File: src/rtl/parallel_interface.sv
// Parallel-to-serial converter: captures a WIDTH-bit word on req, pulses grant
// for one cycle, then shifts the word out MSB-first with out_data marking valid bits.
module parallel_interface #(
    parameter int WIDTH = 32
) (
    input  logic             p_clk,
    input  logic             n_rst,
    input  logic             req,
    input  logic [WIDTH-1:0] parallel_data_in,
    output logic             grant,
    output logic             serial_data_out,
    output logic             out_data
);

    localparam int CNT_W = (WIDTH > 2) ? $clog2(WIDTH) : 1;
    localparam logic [CNT_W-1:0] LAST_CNT = CNT_W'(WIDTH - 1);

    typedef enum logic {
        IDLE  = 1'b0,
        SHIFT = 1'b1
    } state_t;

    state_t             r_state;
    state_t             w_state_nxt;
    logic [WIDTH-1:0]   r_shift;
    logic [WIDTH-1:0]   w_shift_nxt;
    logic [CNT_W-1:0]   r_cnt;
    logic [CNT_W-1:0]   w_cnt_nxt;
    logic               r_grant;
    logic               w_grant_nxt;
    logic               r_sdo;
    logic               w_sdo_nxt;
    logic               r_vld;
    logic               w_vld_nxt;

    always_ff @(posedge p_clk or negedge n_rst) begin
        if (!n_rst) begin
            r_state <= IDLE;
            r_shift <= '0;
            r_cnt   <= '0;
            r_grant <= 1'b0;
            r_sdo   <= 1'b0;
            r_vld   <= 1'b0;
        end else begin
            r_state <= w_state_nxt;
            r_shift <= w_shift_nxt;
            r_cnt   <= w_cnt_nxt;
            r_grant <= w_grant_nxt;
            r_sdo   <= w_sdo_nxt;
            r_vld   <= w_vld_nxt;
        end
    end

    always_comb begin
        w_state_nxt = r_state;
        w_shift_nxt = r_shift;
        w_cnt_nxt   = r_cnt;
        w_grant_nxt = 1'b0;
        w_sdo_nxt   = 1'b0;
        w_vld_nxt   = 1'b0;
        case (r_state)
            IDLE: begin
                if (req) begin
                    // The MSB leaves immediately, so the register keeps only the remaining bits.
                    w_shift_nxt = {parallel_data_in[WIDTH-2:0], 1'b0};
                    w_sdo_nxt   = parallel_data_in[WIDTH-1];
                    w_grant_nxt = 1'b1;
                    w_vld_nxt   = 1'b1;
                    w_cnt_nxt   = '0;
                    w_state_nxt = SHIFT;
                end
            end
            SHIFT: begin
                if (r_cnt == LAST_CNT) begin
                    // All bits sent: this edge only drops out_data; capture waits one cycle.
                    w_cnt_nxt   = '0;
                    w_state_nxt = IDLE;
                end else begin
                    w_cnt_nxt   = r_cnt + CNT_W'(1);
                    w_sdo_nxt   = r_shift[WIDTH-1];
                    w_shift_nxt = {r_shift[WIDTH-2:0], 1'b0};
                    w_vld_nxt   = 1'b1;
                end
            end
            default: begin
                w_state_nxt = IDLE;
            end
        endcase
    end

    assign grant           = r_grant;
    assign serial_data_out = r_sdo;
    assign out_data        = r_vld;

endmodule

File: config.mk
export PLATFORM = sky130hd
export DESIGN_NAME = parallel_interface
export DESIGN_NICKNAME = d
export VERILOG_FILES = /design/src/rtl/parallel_interface.sv
export SDC_FILE = /design/constraint.sdc
export NUM_CORES = 1
export LEC_CHECK = 0
export BUFFER_PORTS_ARGS = -buffer_cell sky130_fd_sc_hd__buf_2
export CORE_ASPECT_RATIO = 1.25
export CORE_UTILIZATION = 50
export DETAILED_ROUTE_END_ITERATION = 6
export PLACE_DENSITY_LB_ADDON = 0.15
export SLEW_MARGIN = 20
export SYNTH_ARGS = -nofsm -noshare
export SYNTH_HDL_FRONTEND = slang
export SYNTH_SLANG_ARGS = --single-unit
File: constraint.sdc
create_clock -name p_clk -period 3.3 [get_ports p_clk]
set_input_delay 0.165 -clock p_clk [delete_from_list [all_inputs] [get_ports p_clk]]
set_output_delay 0.165 -clock p_clk [all_outputs]
set_load 0.03 [all_outputs]
Word level (Yosys, flattened, before mapping)
Cells that the tools add are included.
- register bits after elaboration: 40
- bits in latches: 0
- RAM bits: 0
- bits in read-only memories: 0
- input bits: 35
- output and inout bits: 3
- logic and storage cells: 24
- memories kept: 0
- $add $sub $neg: 1
- multipliers: 0
- divide/modulo/power cells: 0
- magnitude comparators: 0
- equality and inequality tests: 3
- shift operators: 0
- muxes and demuxes: 13
- bitwise operators: 1
- reductions and logical operators: 1
- operators by type and width (kind ; count):
    two-way mux 32 bit ; 2
    case mux 32 bit (2 select lines) ; 1
    two-way mux 5 bit ; 2
    case mux 5 bit (2 select lines) ; 1
    adder 5 x 1 -> 5 bit, second input constant ; 1
    equality test 5 bit, second input constant ; 1
    two-way mux 1 bit ; 5
    != test 2 bit, second input constant ; 2
    case mux 1 bit (2 select lines) ; 2
    AND reduction 2 bit ; 1
    NOT 1 bit ; 1

Depth between registers and ports, before layout
- depth in word-level cells: 3
- gate-level depth with buffers: 7
- mapped depth without buffers: 6

Worst setup path after synthesis
No wires, ideal clock.
- path type: register to register
- from: register r_cnt[0]
- to: register r_shift[10]
- setup time: 125 ps
- data arrival time: 1624 ps
- path slack: 1550 ps
- cell stages (with the launch flop): 8
- clock period less this slack: 1750 ps
- path through: dfrtp_1 -> ha_1 -> and3_1 -> ha_1 -> inv_1 -> a21o_4 -> buf_6 -> mux2_4
- cells in the longest elaborated chain, start to end: 3
- ends and longest elaborated chain (what ; line ; source):
    start, declared ; 27 ; logic [CNT_W-1:0] r_cnt;
    start signal, assigned ; 47 ; r_cnt <= w_cnt_nxt;
    equality test 5 bit ; 74 ; if (r_cnt == LAST_CNT) begin
    != test 2 bit (no source line) ; n/a ;
    AND reduction 2 bit (no source line) ; n/a ;
    end signal, assigned ; 46 ; r_shift <= w_shift_nxt;
    end, declared ; 25 ; logic [WIDTH-1:0] r_shift;
No other way between the ends.
A chain may end at the register's enable or synchronous reset.

Worst setup path in the final report
- from: register r_cnt[0]
- to: register r_shift[20]
The elaborated chain is that of the path after synthesis.

==> results.yml <==
status:
  status: "finished, final reports clean"
cells_and_area:
  nNetsFinal: 213
  n_antenna_cell: 0
  seq_area_um2: 976
  multiInputGateArea_um2: 952
  fill_cells: 324
  fin_util_pct: 60.2
  final_layout_size_suffix_gt1_share_pct: 58.0
  area_growth_syn_to_layout_pct: 14.9
grt:
  antenna_found_initial: 0
  use_met3_pct: 6.03
  grt.busiest_layer: "met2"
  grt_max_degree: 40
  grt_pass1_wl_mm: 5.49
  met1_usage_pct: 19.8
  grt_pass1_vias: 1219
  grt_use_total_pct: 17.7
  overflow: 0
  met2_usage_pct: 29.9
drt:
  drt_pass1_iterations: 2
  drt_iter0_drc: 43
  post-route-drc-count: 0
  wl_per_cell_um: 13.9
  vias: 1159
  finalWirelength_mm: 3.20
  drtAntennaViolNets: 0
  vias_per_cell: 5.04
critical_path:
  max_stage_delay_ns: 0.46
  required_ns: 3.47
  criticalPathCategory: "flop to flop"
  path_cells: "ha_1 > and3_1 > ha_1 > inv_1 > a21o_4 > mux2_2"
  timing.critical_path.mode_cell: "ha_1"
  start_kind: "flop"
  crit_arrival_ns: 2.26
  cp_top_family: "compound AO/OA/AOI/OAI gates"
  critical_path.slowest_cell: "a21o_4"
  path_buf_inv: 1
  critPathCaptureType: "flop"
  path_max_fanout: 32
power_and_ir_drop:
  internal-power_uw: 1350
  switching_share_pct: 28.3
  ir_drop_mv: 0.391
  pwr-share-clk_pct: 16.1
  pwr-share-seq_pct: 43.3
  p_comb_share_pct: 40.6
  power_density_nw_per_um2: 819
  power.switching_uw: 532
  total_leakage_power_uw: 0.00119
clocking:
  numClockSinks: 39
  cts_setup_buffers: 0
  ctsHoldBuffers: 1
  cts_root_buf: "clkbuf_8"
  clock_path_buffers: 2
  clk_latency_ns: 0.29
  cts_inserted_buffers: 5
  h-tree-depth: 2
  cts_resized: 0
  path_clk_slew_ns: 0.07
  tritoncts: "done"
place:
  io_buffer_count: 37
  place.gp.congestion: 0.787
  dp_hpwl_mm: 2.16
  pre_cts_ws_ns: 1.20
logic_synthesis:
  synth-edff-count: 0
  syn_nets: 174
  async_flop_share_pct: 100
  synth-seq-cells: 39
  syn-cell-area_um2: 2000
  ys_types: 20
  synth.avg_cell_area_um2: 14.7
  yosysMostFrequentCell: "dfrtp_1"
  synthCells: 136
  ys.flop_type: "dfrtp_1"
  ys_seq_area_share_pct: 48.8
  yosysTopAreaCellShare_pct: 48.8
  synthTopCellsByCount: "dfrtp_1 (39), mux2_2 (29), mux2_4 (27)"
  ys_warn_count: 0
  netlist_top_cells_area: "dfrtp_1 (49%), mux2_4 (20%), mux2_2 (16%)"
  synth_top_area_cell: "dfrtp_1"
sta:
  maxSlewHeadroom_pct: 43.9
  worst_pin_slew_ns: 0.841
  layout_min_cycle_time_ns: 2.09
  hold_viol: 0
  fin_crit_sh_pct: 63.5
  finalSetupTns_ns: 0
  finalClockSkew_ns: 0.00747
  rsz0062_at_grt: "no"
  finalSetupViolCount: 0
  report.final.slew_viol_count: 0
  fmaxAchievable_ghz: 0.477
  worst_slack_ns: 1.21
flow_run:
  drv_cap: 0
die:
  start_util_pct: 52.4
  ios: 38
  coreArea_um2: 3820
  design.die.area_um2: 4260
  die_w_um: 58.6
  die_h_um: 72.7
  rows: 25
worst_hold_path:
  holdCritPathClass: "input port to flop"
cells in the final DEF (no fill, tap or decap), drive strengths merged, types with 2 or more instances in the layout:
cell / instances
clkbuf: 7
nand2: 4
o32ai: 2
mux2i: 2
nand2b: 3
mux2: 58
ha: 3
nor2: 2
dfrtp: 39
inv: 5
o21ai: 4
buf: 38
xnor2: 2
power by group through the flow:
stage	logic, uW	clock network [uW]	registers, uW
final	764	302	816
after floorplan	658	0	806
after global routing	833	332	845
after global placement	746	0	811
after CTS	776	316	818
after detailed placement	772	0	824
sequential cells by signal (all words and copies together), names as in the netlist:
register / count
r_cnt: 5
serial_data_out: 1
grant: 1
out_data: 1
r_shift: 31
per-layer routing:
layer	up-vias	share of wire (%)	routed length [um]
met5	-	0	0
met4	0	1.9	61
met3	6	5.1	163
met2	28	49	1580
met1	567	44	1390
li1	558	-	-
tightest hold or removal path: stages:
cell and delay, ns:
buf_2 0.07, nand2_1 0.03, o21ai_1 0.06
path summary, 6_finish.rpt:
check	start	endpoint	slack, ns	cells after the start
max reg2reg	r_cnt[0]$_DFFE_PN0P_	r_shift[20]$_DFFE_PN0P_	1.21	6
max	r_cnt[0]$_DFFE_PN0P_	r_shift[20]$_DFFE_PN0P_	1.21	6
min in group asynchronous	n_rst	r_cnt[3]$_DFFE_PN0P_	0.51	2
min reg2reg	r_shift[16]$_DFFE_PN0P_	r_shift[16]$_DFFE_PN0P_	0.51	1
max in group asynchronous	n_rst	r_shift[9]$_DFFE_PN0P_	2.25	2
min	parallel_data_in[31]	serial_data_out$_DFF_PN0_	0.09	3
through the flow:
| stage | std cells | hold WS, ns | area, um2 | total power [uW] |
|---|---|---|---|---|
| finish | 230 | 0.0892 | 2300 | 1880 |
| global route | 230 | 0.120 | 2300 | 2010 |
| CTS | 230 | 0.0803 | 2300 | 1910 |
| floorplan | 136 | -0.131 | 2000 | 1460 |
| global placement | 221 | 0.303 | 2210 | 1560 |
| detailed placement | 221 | 0.322 | 2210 | 1600 |
cell families (layout without fill, tap and decap cells):
logic type,count (synthesis),count (layout),share of synthesized area (%)
mux,60,60,38.7
xor+xnor,2,2,0.876
compound gates,8,8,3.06
fa+ha+maj,3,3,1.88
flops,39,39,48.8
buf+inv,12,52,3.63
simple gates,12,12,3.06
final cells by class:
cell class                 instances  area share [%]
multi-input combinational         85            41.4
sequential                        39            42.5
tap                               54            2.94
clock buffer                       7            3.32
inverter                           5           0.817
timing repair buffer              39            8.82
clock inverter                     1           0.218
Power figures use the tool's default switching activity.
